File: src/rtl/window_scheduler.sv
// Frame sequencer for the 9-row line-buffer chain: forwards raster pixels, tags
// window centers with coordinates and a border flag, then injects zero flush rows.
module window_scheduler #(
    parameter int IMG_W = 10,
    parameter int IMG_H = 10,
    parameter int HALF  = 4
) (
    input  logic                     clk,
    input  logic                     rst,
    input  logic                     start_i,
    input  logic                     pix_valid_i,
    input  logic [7:0]               pix_i,
    output logic                     ready_o,
    output logic                     lb_valid_o,
    output logic [7:0]               lb_data_o,
    output logic                     lb_flush_o,
    output logic                     win_valid_o,
    output logic [$clog2(IMG_H)-1:0] row_o,
    output logic [$clog2(IMG_W)-1:0] col_o,
    output logic                     border_o,
    output logic                     busy_o,
    output logic                     done_o
);

    localparam int RW = $clog2(IMG_H);
    localparam int CW = $clog2(IMG_W);
    localparam int FW = (HALF > 1) ? $clog2(HALF) : 1;

    localparam logic [RW-1:0] ROW_LO   = RW'(HALF);
    localparam logic [RW-1:0] ROW_HI   = RW'(IMG_H - 1 - HALF);
    localparam logic [RW-1:0] ROW_LAST = RW'(IMG_H - 1);
    localparam logic [RW-1:0] ROW_FILL = RW'(HALF - 1);
    localparam logic [RW-1:0] ROW_FLSH = RW'(IMG_H - HALF);
    localparam logic [CW-1:0] COL_LO   = CW'(HALF);
    localparam logic [CW-1:0] COL_HI   = CW'(IMG_W - 1 - HALF);
    localparam logic [CW-1:0] COL_LAST = CW'(IMG_W - 1);
    localparam logic [FW-1:0] FL_LAST  = FW'(HALF - 1);

    typedef enum logic [2:0] {S_IDLE, S_FILL, S_STREAM, S_FLUSH, S_DONE} state_t;

    state_t        state, state_nxt;
    logic [RW-1:0] in_row;
    logic [CW-1:0] in_col;
    logic [FW-1:0] fl_row;

    logic          accept, col_last, row_last, flush_last;
    logic          beat_vld, beat_flush, win_nxt, border_nxt;
    logic [7:0]    beat_data;
    logic [RW-1:0] row_nxt;
    logic [CW-1:0] col_nxt;

    assign col_last   = (in_col == COL_LAST);
    assign row_last   = (in_row == ROW_LAST);
    assign flush_last = (fl_row == FL_LAST) && col_last;

    // State register
    always_ff @(posedge clk or posedge rst) begin
        if (rst) state <= S_IDLE;
        else     state <= state_nxt;
    end

    // Next-state logic
    always_comb begin
        state_nxt = state;
        case (state)
            S_IDLE:   if (start_i) state_nxt = S_FILL;
            S_FILL:   if (accept && col_last && in_row == ROW_FILL) state_nxt = S_STREAM;
            S_STREAM: if (accept && col_last && row_last) state_nxt = S_FLUSH;
            S_FLUSH:  if (flush_last) state_nxt = S_DONE;
            S_DONE:   state_nxt = S_IDLE;
            default:  state_nxt = S_IDLE;
        endcase
    end

    // Output logic: handshake plus the beat that gets registered this edge
    always_comb begin
        ready_o    = (state == S_FILL) || (state == S_STREAM);
        busy_o     = (state != S_IDLE);
        accept     = pix_valid_i && ready_o;
        beat_vld   = 1'b0;
        beat_flush = 1'b0;
        beat_data  = 8'd0;
        win_nxt    = 1'b0;
        row_nxt    = '0;
        col_nxt    = '0;
        if (accept) begin
            beat_vld  = 1'b1;
            beat_data = pix_i;
            // Guarded so the center row never exposes a negative wrap
            if (in_row >= ROW_LO) begin
                win_nxt = 1'b1;
                row_nxt = in_row - ROW_LO;
                col_nxt = in_col;
            end
        end else if (state == S_FLUSH) begin
            beat_vld   = 1'b1;
            beat_flush = 1'b1;
            win_nxt    = 1'b1;
            row_nxt    = ROW_FLSH + RW'(fl_row);
            col_nxt    = in_col;
        end
        border_nxt = win_nxt && (row_nxt < ROW_LO || row_nxt > ROW_HI ||
                                 col_nxt < COL_LO || col_nxt > COL_HI);
    end

    // Position counters; in_col is reused as the flush column
    always_ff @(posedge clk or posedge rst) begin
        if (rst) begin
            in_row <= '0;
            in_col <= '0;
            fl_row <= '0;
        end else begin
            case (state)
                S_IDLE: if (start_i) begin
                    in_row <= '0;
                    in_col <= '0;
                    fl_row <= '0;
                end
                S_FILL, S_STREAM: if (accept) begin
                    if (col_last) begin
                        in_col <= '0;
                        in_row <= row_last ? '0 : in_row + RW'(1);
                    end else begin
                        in_col <= in_col + CW'(1);
                    end
                end
                S_FLUSH: begin
                    if (col_last) begin
                        in_col <= '0;
                        fl_row <= fl_row + FW'(1);
                    end else begin
                        in_col <= in_col + CW'(1);
                    end
                end
                default: ;
            endcase
        end
    end

    // Registered beat outputs, one cycle behind the accept
    always_ff @(posedge clk or posedge rst) begin
        if (rst) begin
            lb_valid_o  <= 1'b0;
            lb_data_o   <= 8'd0;
            lb_flush_o  <= 1'b0;
            win_valid_o <= 1'b0;
            row_o       <= '0;
            col_o       <= '0;
            border_o    <= 1'b0;
            done_o      <= 1'b0;
        end else begin
            lb_valid_o  <= beat_vld;
            lb_data_o   <= beat_data;
            lb_flush_o  <= beat_flush;
            win_valid_o <= win_nxt;
            row_o       <= row_nxt;
            col_o       <= col_nxt;
            border_o    <= border_nxt;
            done_o      <= (state == S_FLUSH) && flush_last;
        end
    end

endmodule

File: config.mk
export PLATFORM = sky130hd
export DESIGN_NAME = window_scheduler
export DESIGN_NICKNAME = d
export VERILOG_FILES = /design/src/rtl/window_scheduler.sv
export SDC_FILE = /design/constraint.sdc
export NUM_CORES = 1
export LEC_CHECK = 0
export BUFFER_PORTS_ARGS = -buffer_cell sky130_fd_sc_hd__buf_4
export CAP_MARGIN = 30
export CORE_ASPECT_RATIO = 0.7
export CORE_MARGIN = 8
export CORE_UTILIZATION = 47
export CTS_CLUSTER_DIAMETER = 80
export DETAILED_ROUTE_END_ITERATION = 16
export GPL_ROUTABILITY_DRIVEN = 1
export GPL_TIMING_DRIVEN = 0
export PLACE_DENSITY = 0.79
export SYNTH_ARGS = -nofsm -noshare
export SYNTH_HDL_FRONTEND = slang
export SYNTH_SLANG_ARGS = --single-unit
export TNS_END_PERCENT = 1
File: constraint.sdc
create_clock -name clk -period 1.7 [get_ports clk]
set_clock_uncertainty 0.05 [all_clocks]
set_input_delay 0.34 -clock clk [delete_from_list [all_inputs] [get_ports clk]]
set_output_delay 0.34 -clock clk [all_outputs]
set_load 0.03 [all_outputs]
Word-level counts from Yosys, hierarchy flattened

Cells that the tools add are included.

Bits in registers: 34
Bits in latches: 0
Memory bits (writable): 0
ROM bits: 0
Output and inout port bits: 23
Word-level logic and storage cells: 85
Memories: 0

Add/sub/neg operators: 5
$mul: 0
Divide/modulo/power cells: 0
Magnitude comparators: 5
Eq/ne operators: 14
Shifts and indexed selects: 0
Muxes and demuxes: 28
Bitwise operators: 0
Reductions and logical operators: 21

Operator list:

| cell                  | number |
|---|---|
| $mux W4               | 12 |
| $ne A2 B2 Y1 const B  | 7 |
| $mux W3               | 4 |
| $pmux W3 S4           | 1 |
| $pmux W4 S3           | 1 |
| $add A4 B1 Y4 const B | 2 |
| $eq A4 B4 Y1 const B  | 2 |
| $gt A4 B3 Y1 const B  | 2 |
| $lt A4 B3 Y1 const B  | 2 |
| $mux W8               | 1 |
| $pmux W4 S2           | 1 |
| $reduce_and A4 Y1     | 2 |
| $logic_and A1 B1 Y1   | 7 |
| $eq A3 B2 Y1 const B  | 2 |
| $reduce_and A3 Y1     | 2 |
| $reduce_bool A3 Y1    | 2 |
| $mux W1               | 5 |
| $add A3 B2 Y4 const A | 1 |
| $eq A4 B2 Y1 const B  | 1 |
| $ge A4 B3 Y1 const B  | 1 |
| $logic_or A1 B1 Y1    | 4 |
| $mux W2               | 2 |
| $pmux W2 S2           | 1 |
| $reduce_bool A2 Y1    | 2 |
| 6 further kinds       | 6 |

Longest topological paths before layout

Gate-level depths: netlist of run 1.

Word-level depth: 9
Depth in mapped cells: 6
Depth with buffers taken out: 6

Worst setup path before layout of run 1

No wires, ideal clock.

Path kind: register to register
From: register state[0]
To: register border_o
Library setup time: 0.119 ns
Data arrival time: 1.525 ns
Required time: 1.531 ns
Slack: 0.006 ns
Cell stages (with the launch flop): 7
Path buffers: 0
Cell sequence: dfrtp_1 -> nand2b_1 -> a21o_1 -> inv_2 -> nand2_2 -> or4_1 -> o21a_1

Longest elaborated chain between the ends: 9

Ends and longest elaborated chain:

| what                                                | line | RTL |
|---|---|---|
| start: declaration                                  | 41   | `state_t state, state_nxt;` |
| start signal: assignment                            | 59   | `else state <= state_nxt;` |
| $eq A3 B1 Y1 / $eq A3 B2 Y1 (equally long branches) | 77   | `ready_o = (state == S_FILL) \|\| (state == S_STREAM);` |
| $logic_or A1 B1 Y1                                  | 77   |  |
| $logic_and A1 B1 Y1                                 | 79   | `accept = pix_valid_i && ready_o;` |
| $mux W4                                             | 86   | `if (accept) begin` |
| $lt A4 B3 Y1 / $gt A4 B3 Y1 (equally long branches) | 102  | `border_nxt = win_nxt && (row_nxt < ROW_LO \|\| row_nxt > ROW_HI \|\|` |
| $logic_or A1 B1 Y1 (2 in series)                    | 102  |  |
| $logic_or A1 B1 Y1                                  | 103  | `col_nxt < COL_LO \|\| col_nxt > COL_HI);` |
| $logic_and A1 B1 Y1 (*)                             | 102  |  |
| net border_nxt                                      | 47   | `logic beat_vld, beat_flush, win_nxt, border_nxt;` |
| end signal: assignment                              | 158  | `border_o <= border_nxt;` |
| end: declaration                                    | 20   | `output logic border_o,` |

Mark *: on every way through the listed nets, which the timed path passes. The rest lies on a longest branch.
A chain may end at the register's enable or synchronous reset.

Worst setup path after layout of run 1

From: register state[1]
To: output port ready_o

Longest elaborated chain between the ends: 2

Ends and longest elaborated chain:

| what                                                | line | RTL |
|---|---|---|
| $eq A3 B1 Y1 / $eq A3 B2 Y1 (equally long branches) | 77   |  |
| $logic_or A1 B1 Y1 (*)                              | 77   |  |
| end: declaration                                    | 13   | `output logic ready_o,` |

Mark *: on every way between the ends. The rest lies on a longest branch, timed or not.

==> metrics.md, run 1 <==
| Metric | Value |
|---|---|
| R2R depth | 7 |
| VDD IR max | 0.00104 V |
| Reg-to-reg startpoint | state[1] |
| DRC | 0 |
| DRT Wirelength | 3790 um |
| Initial antenna violation count | 0 |
| Mapped Area | 1520 um2 |
| WP buf/inv | 4 |
| Post-placement cell area | 1850 um2 |
| PnR worst setup slack | -0.108 ns |
| WL per Instance | 16.2 um |
| Vias per cell | 5.62 |
| Worst setup path endpoint | ready_o |
| Synth unique cells | 39 |
| Worst path arrival time | 1.42 ns |
| Routability Congestion | 0.893 |
| GR Layer Usage met2 | 21.8% |
| Synth Net Count | 157 |
| TritonRoute pass-1 iters | 4 |
| Critical path class | reg2out |
| Minimum clock period | 1.81 ns |
| CP max FO | 4 |
| Crit. path cell count | 6 |
| Top cells by area, synth | dfrtp_1 56%, and3_1 3.3%, nand2_1 2.7% |
| Status | finished with violations |
| R2R Path End | border_o |
| CTS tree | done |
| Critical Path RT | 1.31 ns |
| Failing checks | negative setup slack |
| Met1 usage | 17.4% |
| Final instance area | 2150 um2 |
| Hold/Removal Path Class | in2async |
| EDFF count, synth | 0 |
| Worst skew pair latency | 0.29 ns |
| Gr usage total | 14.6% |
| Starting Density | 48.6% |
| Fill cells | 231 |
| Clock buffer depth | 2 |
| Asr flop ratio synth | 100% |
| Synth warnings | 0 |
| Port bufs | 34 |
| Largest area contributor in the netlist | dfrtp_1 |
| FF+latch count, synth | 34 |
| Root buffer cell | clkbuf_8 |
| Post-synthesis sequential area ratio | 56.0% |
| Ant diodes | 0 |
| Vias in the first global route | 1303 |
| Largest net degree at the start of global routing | 19 |
| RSZ-0062 raised after global routing | true |
| P&R area growth vs syn | 41.7% |
| Post-layout net count | 209 |
| TNS Setup | -0.388 ns |
| Max-slew violations | 0 |
| Crit path cell chain | buf_4 > nand2b_4 > a21o_1 > inv_2 > buf_8 > buf_6 |
| Crit. End Element | output port |
| Htree depth | 2 |
| Crit path max-delay cell type | dfrtp_1 |
| Clock-pin slew on the worst setup and hold paths | 0.07 ns |
| Max Cap Violations | 0 |
| Grt peak-use layer | met2 |
| Worst-Margin Slew | 0.742 ns |
| Peak Freq | 553 MHz |
| Clock sink total | 34 |
| Vias | 1314 |
| Syn Inst Count | 144 |
| TritonCTS Buffers | 5 |
| P per Cell Area | 1980 nW/um2 |
| Post-cts hold buffer count | 0 |
| Final Hold Fails | 0 |
| Chip width | 84.0 um |
| Reg-to-reg setup timing slack | -0.10 ns |
| Die Y | 63.6 um |
| CP top delay family | buffers and inverters |
| Tcrit/Tclk final | 106% |
| Met3 Track Usage GR | 6.42% |
| Prevailing post-synth register cell | dfrtp_1 |
| Top-area cell type share of the netlist area | 56.0% |
| P_leak | 0.00107 uW |
| Hpwl dp | 2500 um |
| Num rows | 17 |
| ANT nets after route | 0 |
| Core area | 3130 um2 |
| Syn Area/Cell | 10.6 um2 |
| Die ar. | 5340 um2 |
| Drt initial violations | 77 |
| Largest stage delay, worst path | 0.39 ns |
| Final setup violation count | 8 |
| Layout cells sized above 1 | 37.2% |
| Io pins | 35 |
| Launch point of the worst path | state[1] |
| GR Overflow Total | 0 |
| CP Launch Type | flop |
| Global-route wire length before repair | 6240 um |
| Slew headroom | 50.5% |
power breakdown:
part | leakage [uW] | switching [uW] | internal (uW)
logic | 0.000567 | 1240 | 1010
registers | 0.000447 | 204 | 1060
clock network | 0.0000573 | 286 | 469
total | 0.00107 | 1730 | 2540
worst reg2reg max path: cells and delay by family (launching register included):
| family | cells | cell delay, ns |
|---|---|---|
| flops | 1 | 0.39 |
| buf+inv | 2 | 0.25 |
| simple gates | 3 | 0.59 |
| compound gates | 2 | 0.40 |
cell usage in the layout, fill, tap and decap left out, drive strengths merged, types with 2 or more instances in the layout:
| cell | count |
|---|---|
| buf | 48 |
| nand2b | 6 |
| and3 | 8 |
| o21ai | 13 |
| o32ai | 2 |
| a22oi | 2 |
| mux2 | 4 |
| inv | 8 |
| nand3b | 3 |
| a21oi | 8 |
| a21o | 2 |
| and2 | 6 |
| nor2 | 7 |
| nor2b | 4 |
| clkbuf | 8 |
| o22ai | 2 |
| dfrtp | 34 |
| o31ai | 2 |
| nand2 | 12 |
cells in the mapped netlist (all sizes together), types with 2 or more instances:
cell type / count
nand2b: 6
o31ai: 2
o21ai: 13
buf: 2
inv: 8
and3: 8
nand2: 12
and2: 6
nor2b: 4
nand3b: 3
o22ai: 2
a22oi: 2
nor2: 7
a21o: 2
a21oi: 8
o32ai: 2
mux2: 4
clkbuf: 3
dfrtp: 34
how the worst min path moves through the flow:
stage / startpoint / to / slack, ns / cells after the start
2_1_floorplan: rst / border_o / 0.43 / 1
3_3_place_gp: fl_row[0] / fl_row[0] / 0.51 / 2
3_5_place_dp: rst / row_o[0] / 0.46 / 2
4_1_cts: rst / lb_flush_o / 0.15 / 2
5_1_grt: rst / lb_flush_o / 0.20 / 2
6_report: rst / lb_flush_o / 0.13 / 2
metrics by stage:
| step | setup slack (ns) | cells | total power, uW | util [%] | hold WS [ns] |
|---|---|---|---|---|---|
| after floorplan | 0.00629 | 144 | 2430 | - | 0.432 |
| after global placement | -0.103 | 216 | 2900 | 58.3 | 0.509 |
| after detailed placement | -0.125 | 217 | 2970 | 59.2 | 0.460 |
| after CTS | -0.0885 | 232 | 4130 | 67.6 | 0.154 |
| after global routing | -0.182 | 234 | 4530 | 68.9 | 0.200 |
| final | -0.108 | 234 | 4270 | 68.9 | 0.129 |
metal layers:
layer  wire length (um)  up-vias
met3                309        8
met2               1870       56
met4                 76        0
met1               1530      636
met5                  0        -
li1                   -      614
registers in the layout, indices dropped and copies added (netlist names):
register     count
lb_data_o        8
col_o            4
in_col           4
in_row           4
row_o            4
state            3
fl_row           2
border_o         1
done_o           1
lb_flush_o       1
lb_valid_o       1
win_valid_o      1
cell type report:
type | count | area (um2) | area share [%]
buffer | 5 | 45.0 | 2.09
clock buffer | 6 | 82.6 | 3.83
clock inverter | 1 | 30.0 | 1.39
inverter | 8 | 30.0 | 1.39
multi-input combinational | 97 | 698 | 32.4
sequential | 34 | 852 | 39.5
tap | 38 | 47.5 | 2.21
timing repair buffer | 45 | 369 | 17.1
timing repair:
action | in CTS | in global routing
buffers inserted | 8 | 2
setup endpoints to repair | 11 | 15
pin swaps | 4 | 2
cloned | 0 | 0
resized for setup | 20 | 6
logic make-up (layout without fill, tap and decap cells):
kind of cell	Yosys count	count (layout)	synth area share (%)
fa+ha+maj	1	1	0.823
mux	4	4	2.96
simple gates	54	54	20.4
flops	34	34	56.0
compound gates	38	38	16.5
buf+inv	13	65	3.37
Power figures use the tool's default switching activity.
==> run 2: changes to the inputs <==
--- a/config.mk
+++ b/config.mk
@@ -5,6 +5,7 @@
 export SDC_FILE = /design/constraint.sdc
 export NUM_CORES = 1
 export LEC_CHECK = 0
+export ABC_AREA = 1
 export BUFFER_PORTS_ARGS = -buffer_cell sky130_fd_sc_hd__buf_4
 export CAP_MARGIN = 30
 export CORE_ASPECT_RATIO = 0.7
@@ -13,7 +14,6 @@
 export CTS_CLUSTER_DIAMETER = 80
 export DETAILED_ROUTE_END_ITERATION = 16
 export GPL_ROUTABILITY_DRIVEN = 1
-export GPL_TIMING_DRIVEN = 0
 export PLACE_DENSITY = 0.79
 export SYNTH_ARGS = -nofsm -noshare
 export SYNTH_HDL_FRONTEND = slang
==> run 2 against run 1 <==
The flow now finishes without violations; cell count increased by 11%; critical endpoint unchanged; largest cell class unchanged; global-route usage decreased by 1.7 points; critical path depth decreased by 2; die area hardly changed; combinational power shrank 32%; synthesized cell count rose by 22%.
==> metrics.md, run 2 <==
| Metric | Value |
|---|---|
| Status | complete, no violations |
| Synth top cells by count | 34 x dfrtp_1, 34 x nand2_1, 30 x inv_1, 19 x nor2_1, 12 x o21ai_0 |
| Layout cells sized above 1 | 29.9% (-7.4 points) |
| Post-layout net count | 233 (+11%) |
| Routability Congestion | 0.831 (-6.9%) |
| Crit. End Element | output port |
| Global-route wire length before repair | 5590 um (-10%) |
| Clock buffer depth | 2 (unchanged) |
| Max Cap Violations | 0 (unchanged) |
| Syn Area/Cell | 8.64 um2 (-18%) |
| Io pins | 35 (unchanged) |
| Clk pwr share | 21.9% (+4.2 points) |
| Post-cts hold buffer count | 0 (unchanged) |
| Comb power frac | 45.4% (-7.3 points) |
| Max-slew violations | 0 (unchanged) |
| Most frequent cells in the layout | 37 x buf_4, 34 x nand2_1, 33 x dfrtp_1 |
| DRT Wirelength | 3320 um (-12%) |
| Top-area cell type share of the netlist area | 55.9% (about the same) |
| Hold/Removal Path Class | in2async |
| Final setup violation count | 0 (-8) |
| Chip width | 84.0 um (about the same) |
| Adder-Cell Fraction of Synth Area | 0.822% (about the same) |
| Hold WS | 0.0823 ns (-0.0471 ns) |
| Wire length on met2 | 1440 um (-23%) |
| Starting Density | 48.7% (about the same) |
| RSZ-0062 raised after global routing | false |
| Critical path class | reg2out |
| Worst-Margin Slew | 0.423 ns (-0.319 ns) |
| Post-Synth Simple-Gate Area | 23.4% (+3.0 points) |
| Met1 wire length | 1580 um (+3.3%) |
| EDFF count, synth | 0 (unchanged) |
| Top cells by area, synth | dfrtp_1 56%, nand2_1 8.4%, inv_1 7.4% |
| GR Overflow Total | 0 (unchanged) |
| Port bufs | 34 (unchanged) |
| Drt initial violations | 75 (-2.6%) |
| Biggest register | lb_data_o |
| VDD IR max | 0.00103 V (-0.99%) |
| Slew headroom | 71.8% (+21 points) |
| Htree depth | 2 (unchanged) |
| Vias | 1231 (-6.3%) |
| Largest area contributor in the netlist | dfrtp_1 |
| ANT nets after route | 0 (unchanged) |
| TritonRoute pass-1 iters | 4 (unchanged) |
| Synth Net Count | 189 (+20%) |
| Final Util | 63.7% (-5.2 points) |
| Switch share | 41.2% (+0.73 points) |
| Most common cell after layout, fill and taps aside | buf_4 |
| Final instance area | 1990 um2 (-7.5%) |
| Synth warnings | 0 (unchanged) |
| Vias per cell | 4.75 (-15%) |
| Root buffer cell | clkbuf_8 |
| Largest register FFs | 8 (unchanged) |
| Ant diodes | 0 (unchanged) |
| TritonCTS Buffers | 5 (unchanged) |
| CTS tree | done |
| Mapped Area | 1520 um2 (about the same) |
| Die Y | 63.6 um (about the same) |
| CP Launch Type | flop |
| Asr flop ratio synth | 100% (unchanged) |
| Initial antenna violation count | 0 (unchanged) |
| Post-route insts no fill | 259 (+11%) |
| FF+latch count, synth | 34 (unchanged) |
| P per Cell Area | 1700 nW/um2 (-14%) |
| Mux share of post-synthesis cell area | 0% (-3.0 points) |
| Worst path arrival time | 1.24 ns (-0.18 ns) |
| Worst skew pair latency | 0.29 ns (about the same) |
| Net Sw Power | 1390 uW (-19%) |
| Largest family of logic cells by synthesized area | simple AND/OR/NAND/NOR gates |
| Critical Path RT | 1.31 ns (about the same) |
| Hpwl dp | 2430 um (-2.5%) |
| TNS Setup | 0 ns (+0.388 ns) |
| Fill cells | 265 (+15%) |
| CP max FO | 4 (unchanged) |
| Synth unique cells | 22 (-44%) |
| Final Hold Fails | 0 (unchanged) |
| Routed length on met3 | 224 um (-28%) |
| Synth Area in Compound Gates | 8.88% (-7.6 points) |
| Gr usage total | 12.9% (-1.7 points) |
| Prevailing post-synth register cell | dfrtp_1 |
| DRC | 0 (unchanged) |
| WL per Instance | 12.8 um (-21%) |
| Clock sink total | 34 (unchanged) |
| Tcrit/Tclk final | 95.9% (-10 points) |
| Die ar. | 5340 um2 (about the same) |
| Placed Cells | 249 (+15%) |
| Clock-pin slew on the worst setup and hold paths | 0.07 ns (about the same) |
| Vias in the first global route | 1251 (-4.0%) |
| Largest net degree at the start of global routing | 35 (+16) |
| Post-synthesis sequential area ratio | 55.9% (about the same) |
| Peak Freq | 613 MHz (+11%) |
| Core area | 3130 um2 (unchanged) |
| P_leak | 0.00108 uW (+0.57%) |
| Sequential power share | 32.7% (+3.1 points) |
| Minimum clock period | 1.63 ns (-0.177 ns) |
| P&R area growth vs syn | 31.0% |
| Num rows | 17 (unchanged) |
| Internal power | 1990 uW (-22%) |
| Top layer used by detailed routing | met4 |
| XOR/XNOR Fraction of Synth Area | 1.73% (+1.7 points) |
| Syn Inst Count | 176 (+22%) |
| Post-placement cell area | 1830 um2 (-1.0%) |
run 2: cell types whose count changed after synthesis, moves of 8 or more:
cell / change
nand3_1: +9
nor2_1: +12
nand2_2: +8
and3_1: -8
a21oi_1: -8
nand2_1: +23
inv_1: +23
run 2: area by class of cell:
class | count | area, um2 | share of cell area, %
sequential | 34 | 852 | 42.7
multi-input combinational | 107 | 546 | 27.4
timing repair buffer | 39 | 309 | 15.5
inverter | 33 | 125 | 6.28
clock buffer | 5 | 68.8 | 3.45
tap | 38 | 47.5 | 2.39
clock inverter | 3 | 45.0 | 2.26
run 2: worst max-delay path: stages, from the launching register on:
cell,delay [ns]
dfrtp_2,0.44
nor2_4,0.14
nand2_1,0.11
nand2_4,0.11
buf_6,0.14
run 2: through the flow:
step           power, uW  worst slack (ns)
4_1_cts             3280           0.00869
3_5_place_dp        2500             0.149
6_report            3380            0.0690
3_3_place_gp        2470             0.180
2_1_floorplan       2070             0.310
5_1_grt             3600            0.0187
run 2: power groups by stage:
stage / logic [uW] / registers (uW) / clock network [uW]
3_5_place_dp: 1390 / 1110 / 0
3_3_place_gp: 1360 / 1110 / 0
5_1_grt: 1680 / 1130 / 789
4_1_cts: 1430 / 1100 / 755
2_1_floorplan: 775 / 1300 / 0
6_report: 1540 / 1100 / 742
run 2: cells by family after synthesis:
logic type / count (synthesis)
buf+inv: 35
compound gates: 24
simple gates: 79
xor+xnor: 3
flops: 34
fa+ha+maj: 1
run 2: final timing paths:
path / startpoint / end / slack [ns] / cells after the start
min: rst / lb_data_o[4] / 0.08 / 3
max in group asynchronous: rst / state[0] / 1.18 / 3
min reg2reg: in_row[0] / in_row[0] / 0.48 / 2
max reg2reg: state[0] / state[1] / 0.15 / 10
min in group clk: pix_i[3] / lb_data_o[3] / 0.21 / 3
max: state[0] / ready_o / 0.07 / 4
run 2: repair_timing:
action,CTS,global route
setup endpoints to repair,1,1
gates cloned,0,0
gates resized for setup,3,2
setup buffers,0,2
pin swaps,0,1
run 2: metal layers:
| metal | up-vias | global-route usage, % |
|---|---|---|
| li1 | 628 | - |
| met1 | 554 | 15.8 |
| met2 | 40 | 19.2 |
| met3 | 9 | 5.26 |
| met4 | 0 | 6.44 |
| met5 | - | 0 |
==> run 3: changes to the inputs <==
--- a/config.mk
+++ b/config.mk
@@ -6,15 +6,15 @@
 export NUM_CORES = 1
 export LEC_CHECK = 0
 export ABC_AREA = 1
-export BUFFER_PORTS_ARGS = -buffer_cell sky130_fd_sc_hd__buf_4
 export CAP_MARGIN = 30
 export CORE_ASPECT_RATIO = 0.7
 export CORE_MARGIN = 8
-export CORE_UTILIZATION = 47
+export CORE_UTILIZATION = 50
 export CTS_CLUSTER_DIAMETER = 80
 export DETAILED_ROUTE_END_ITERATION = 16
+export DONT_BUFFER_PORTS = 1
 export GPL_ROUTABILITY_DRIVEN = 1
-export PLACE_DENSITY = 0.79
+export PLACE_DENSITY = 0.73
 export SYNTH_ARGS = -nofsm -noshare
 export SYNTH_HDL_FRONTEND = slang
 export SYNTH_SLANG_ARGS = --single-unit
==> run 3 against run 2 <==
Sequential power up 20%; utilization down 3.5 points; critical endpoint unchanged; combinational power down 32%; count of clock-buffer cells in the layout up 1; sequential share of layout area up 7.0 points; cell count down 14%; largest power group is now sequential cells; cell area down 14%.
==> metrics.md, run 3 (synthesis results as in run 2) <==
| Metric | Value |
|---|---|
| Status | complete, no violations |
| Crit path max-delay cell type | dfrtp_1 |
| Worst skew pair latency | 0.28 ns (about the same) |
| Clock-pin slew on the worst setup and hold paths | 0.07 ns (about the same) |
| Starting Density | 53.5% (+4.9 points) |
| Final setup violation count | 0 (unchanged) |
| Post-placement cell area | 1580 um2 (-14%) |
| Area of the multi-input gates | 544 um2 (-0.23%) |
| Fill cells | 248 (-6.4%) |
| Largest register FFs | 8 (unchanged) |
| Core area | 2840 um2 (-9.1%) |
| Post-layout net count | 200 (-14%) |
| Tcrit/Tclk final | 95.6% (-0.39 points) |
| Critical path class | reg2out |
| Final instance area | 1710 um2 (-14%) |
| Max-slew violations | 0 (unchanged) |
| Minimum clock period | 1.62 ns (-0.00656 ns) |
| TritonCTS Buffers | 5 (unchanged) |
| R2R Path End | col_o[2] |
| Worst path arrival time | 1.23 ns (about the same) |
| Io pins | 35 (unchanged) |
| Design Power | 2960 uW (-12%) |
| DRC | 0 (unchanged) |
| Die Y | 62.2 um (-2.3%) |
| Routability Congestion | 0.904 (+8.8%) |
| GR Overflow Total | 0 (unchanged) |
| Initial antenna violation count | 0 (unchanged) |
| Reg-to-reg setup timing slack | 0.14 ns (about the same) |
| Largest stage delay, worst path | 0.42 ns (-0.02 ns) |
| CP max FO | 3 (-1) |
| Num rows | 16 (-1) |
| Ant diodes | 0 (unchanged) |
| Final Util | 60.2% (-3.5 points) |
| Crit path cell chain | inv_1 > nand3_1 > nand2_4 > buf_4 |
| Worst-Margin Slew | 0.420 ns (-0.00237 ns) |
| Hpwl dp | 2310 um (-5.2%) |
| CP Launch Type | flop |
| Slew headroom | 72.0% (+0.16 points) |
| Gr usage total | 12.4% (-0.49 points) |
| Htree depth | 2 (unchanged) |
| TritonRoute pass-1 iters | 4 (unchanged) |
| Vias per cell | 5.04 (+6.0%) |
| Critical Path RT | 1.31 ns (about the same) |
| WL per Instance | 13.9 um (+8.5%) |
| Worst setup path endpoint | ready_o |
| Peak Freq | 616 MHz (+0.40%) |
| Hold WS | 0.110 ns (+0.0282 ns) |
| Most frequent cells in the layout | 34 x nand2_1, 34 x dfrtp_1, 30 x inv_1 |
| Port bufs | 0 (-100%) |
| Global-route wire length before repair | 4910 um (-12%) |
| VDD IR max | 0.000848 V (-17%) |
| Crit. End Element | output port |
| Launch point of the worst path | state[2] |
| ANT nets after route | 0 (unchanged) |
| P_leak | 0.000900 uW (-16%) |
| R2R depth | 10 (unchanged) |
| P&R area growth vs syn | 12.5% |
| Reg-to-reg startpoint | state[2] |
| Clock sink total | 34 (unchanged) |
| CTS tree | done |
| Clock buffer depth | 2 (unchanged) |
| P per Cell Area | 1730 nW/um2 (+2.0%) |
| Drt initial violations | 109 (+45%) |
| Vias | 1128 (-8.4%) |
| Final Hold Fails | 0 (unchanged) |
| Register area | 851 um2 (-0.15%) |
| Layout cells sized above 1 | 16.5% (-13 points) |
| Biggest register | lb_data_o |
| Max Cap Violations | 0 (unchanged) |
| Largest net degree at the start of global routing | 35 (unchanged) |
| DRT Wirelength | 3120 um (-6.1%) |
| Root buffer cell | clkbuf_8 |
| Hold/Removal Path Class | in2reg |
| Chip width | 81.9 um (-2.5%) |
| Die ar. | 5090 um2 (-4.7%) |
| Vias in the first global route | 1059 (-15%) |
==> run 3: changes by cell type in the layout (fill, tap and decap cells not counted), sizes merged <==
cell | previous run | this run
buf | 39 | 5
bufinv | 1 | 0
clkbuf | 5 | 6
clkinv | 1 | 2
clkinvlp | 2 | 1
dlygate4sd3 | 0 | 1
==> run 3: layer usage <==
metal / GRT usage [%] / vias to the layer above / wire [um]
li1: - / 562 / -
met1: 15.5 / 529 / 1380
met2: 19.4 / 37 / 1480
met3: 5.75 / 0 / 259
met4: 1.97 / 0 / 0
met5: 0 / - / 0
==> run 3: how the worst min path moves through the flow <==
stage	start	endpoint	slack, ns	cells past startpoint
floorplan	pix_i[0]	lb_data_o[0]	0.40	2
detailed placement	rst	fl_row[0]	0.30	2
global route	pix_i[7]	lb_data_o[7]	0.1	2
CTS	pix_i[5]	lb_data_o[5]	0.11	2
finish	pix_i[5]	lb_data_o[5]	0.11	2
global placement	rst	fl_row[0]	0.29	2
==> run 3: where the power goes <==
| group | switching (uW) | internal [uW] |
|---|---|---|
| Clock | 275 | 325 |
| Sequential | 334 | 989 |
| Combinational | 698 | 342 |
| Total | 1310 | 1660 |
==> run 3: timing repair <==
item / 4_1_cts / 5_1_grt
hold buffers: 1 / 0
pin swaps: 1 / 0
setup buffers: 1 / 0
setup endpoints to repair: 1 / 5
hold endpoints to repair: 9 / 0
resized for setup: 1 / 3
==> run 3: area by class of cell <==
cell class / count / share of cell area [%]
clock buffer: 6 / 4.82
clock inverter: 2 / 0.731
inverter: 33 / 7.31
multi-input combinational: 107 / 31.8
sequential: 34 / 49.7
tap: 36 / 2.63
timing repair buffer: 6 / 3.00
==> run 3: through the flow <==
| step | setup TNS [ns] | worst slack, ns | std cells |
|---|---|---|---|
| 2_1_floorplan | 0 | 0.310 | 176 |
| 3_5_place_dp | 0 | 0.128 | 214 |
| 4_1_cts | 0 | 0.0838 | 224 |
| 3_3_place_gp | 0 | 0.202 | 214 |
| 5_1_grt | -0.000996 | -0.000996 | 224 |
| 6_report | 0 | 0.0756 | 224 |
==> run 3: critical path: cells and delay by family, from the launching register on <==
kind / cells / cell delay, ns
buffers and inverters: 2 / 0.28
DFF: 1 / 0.42
and+or+nand+nor: 2 / 0.25
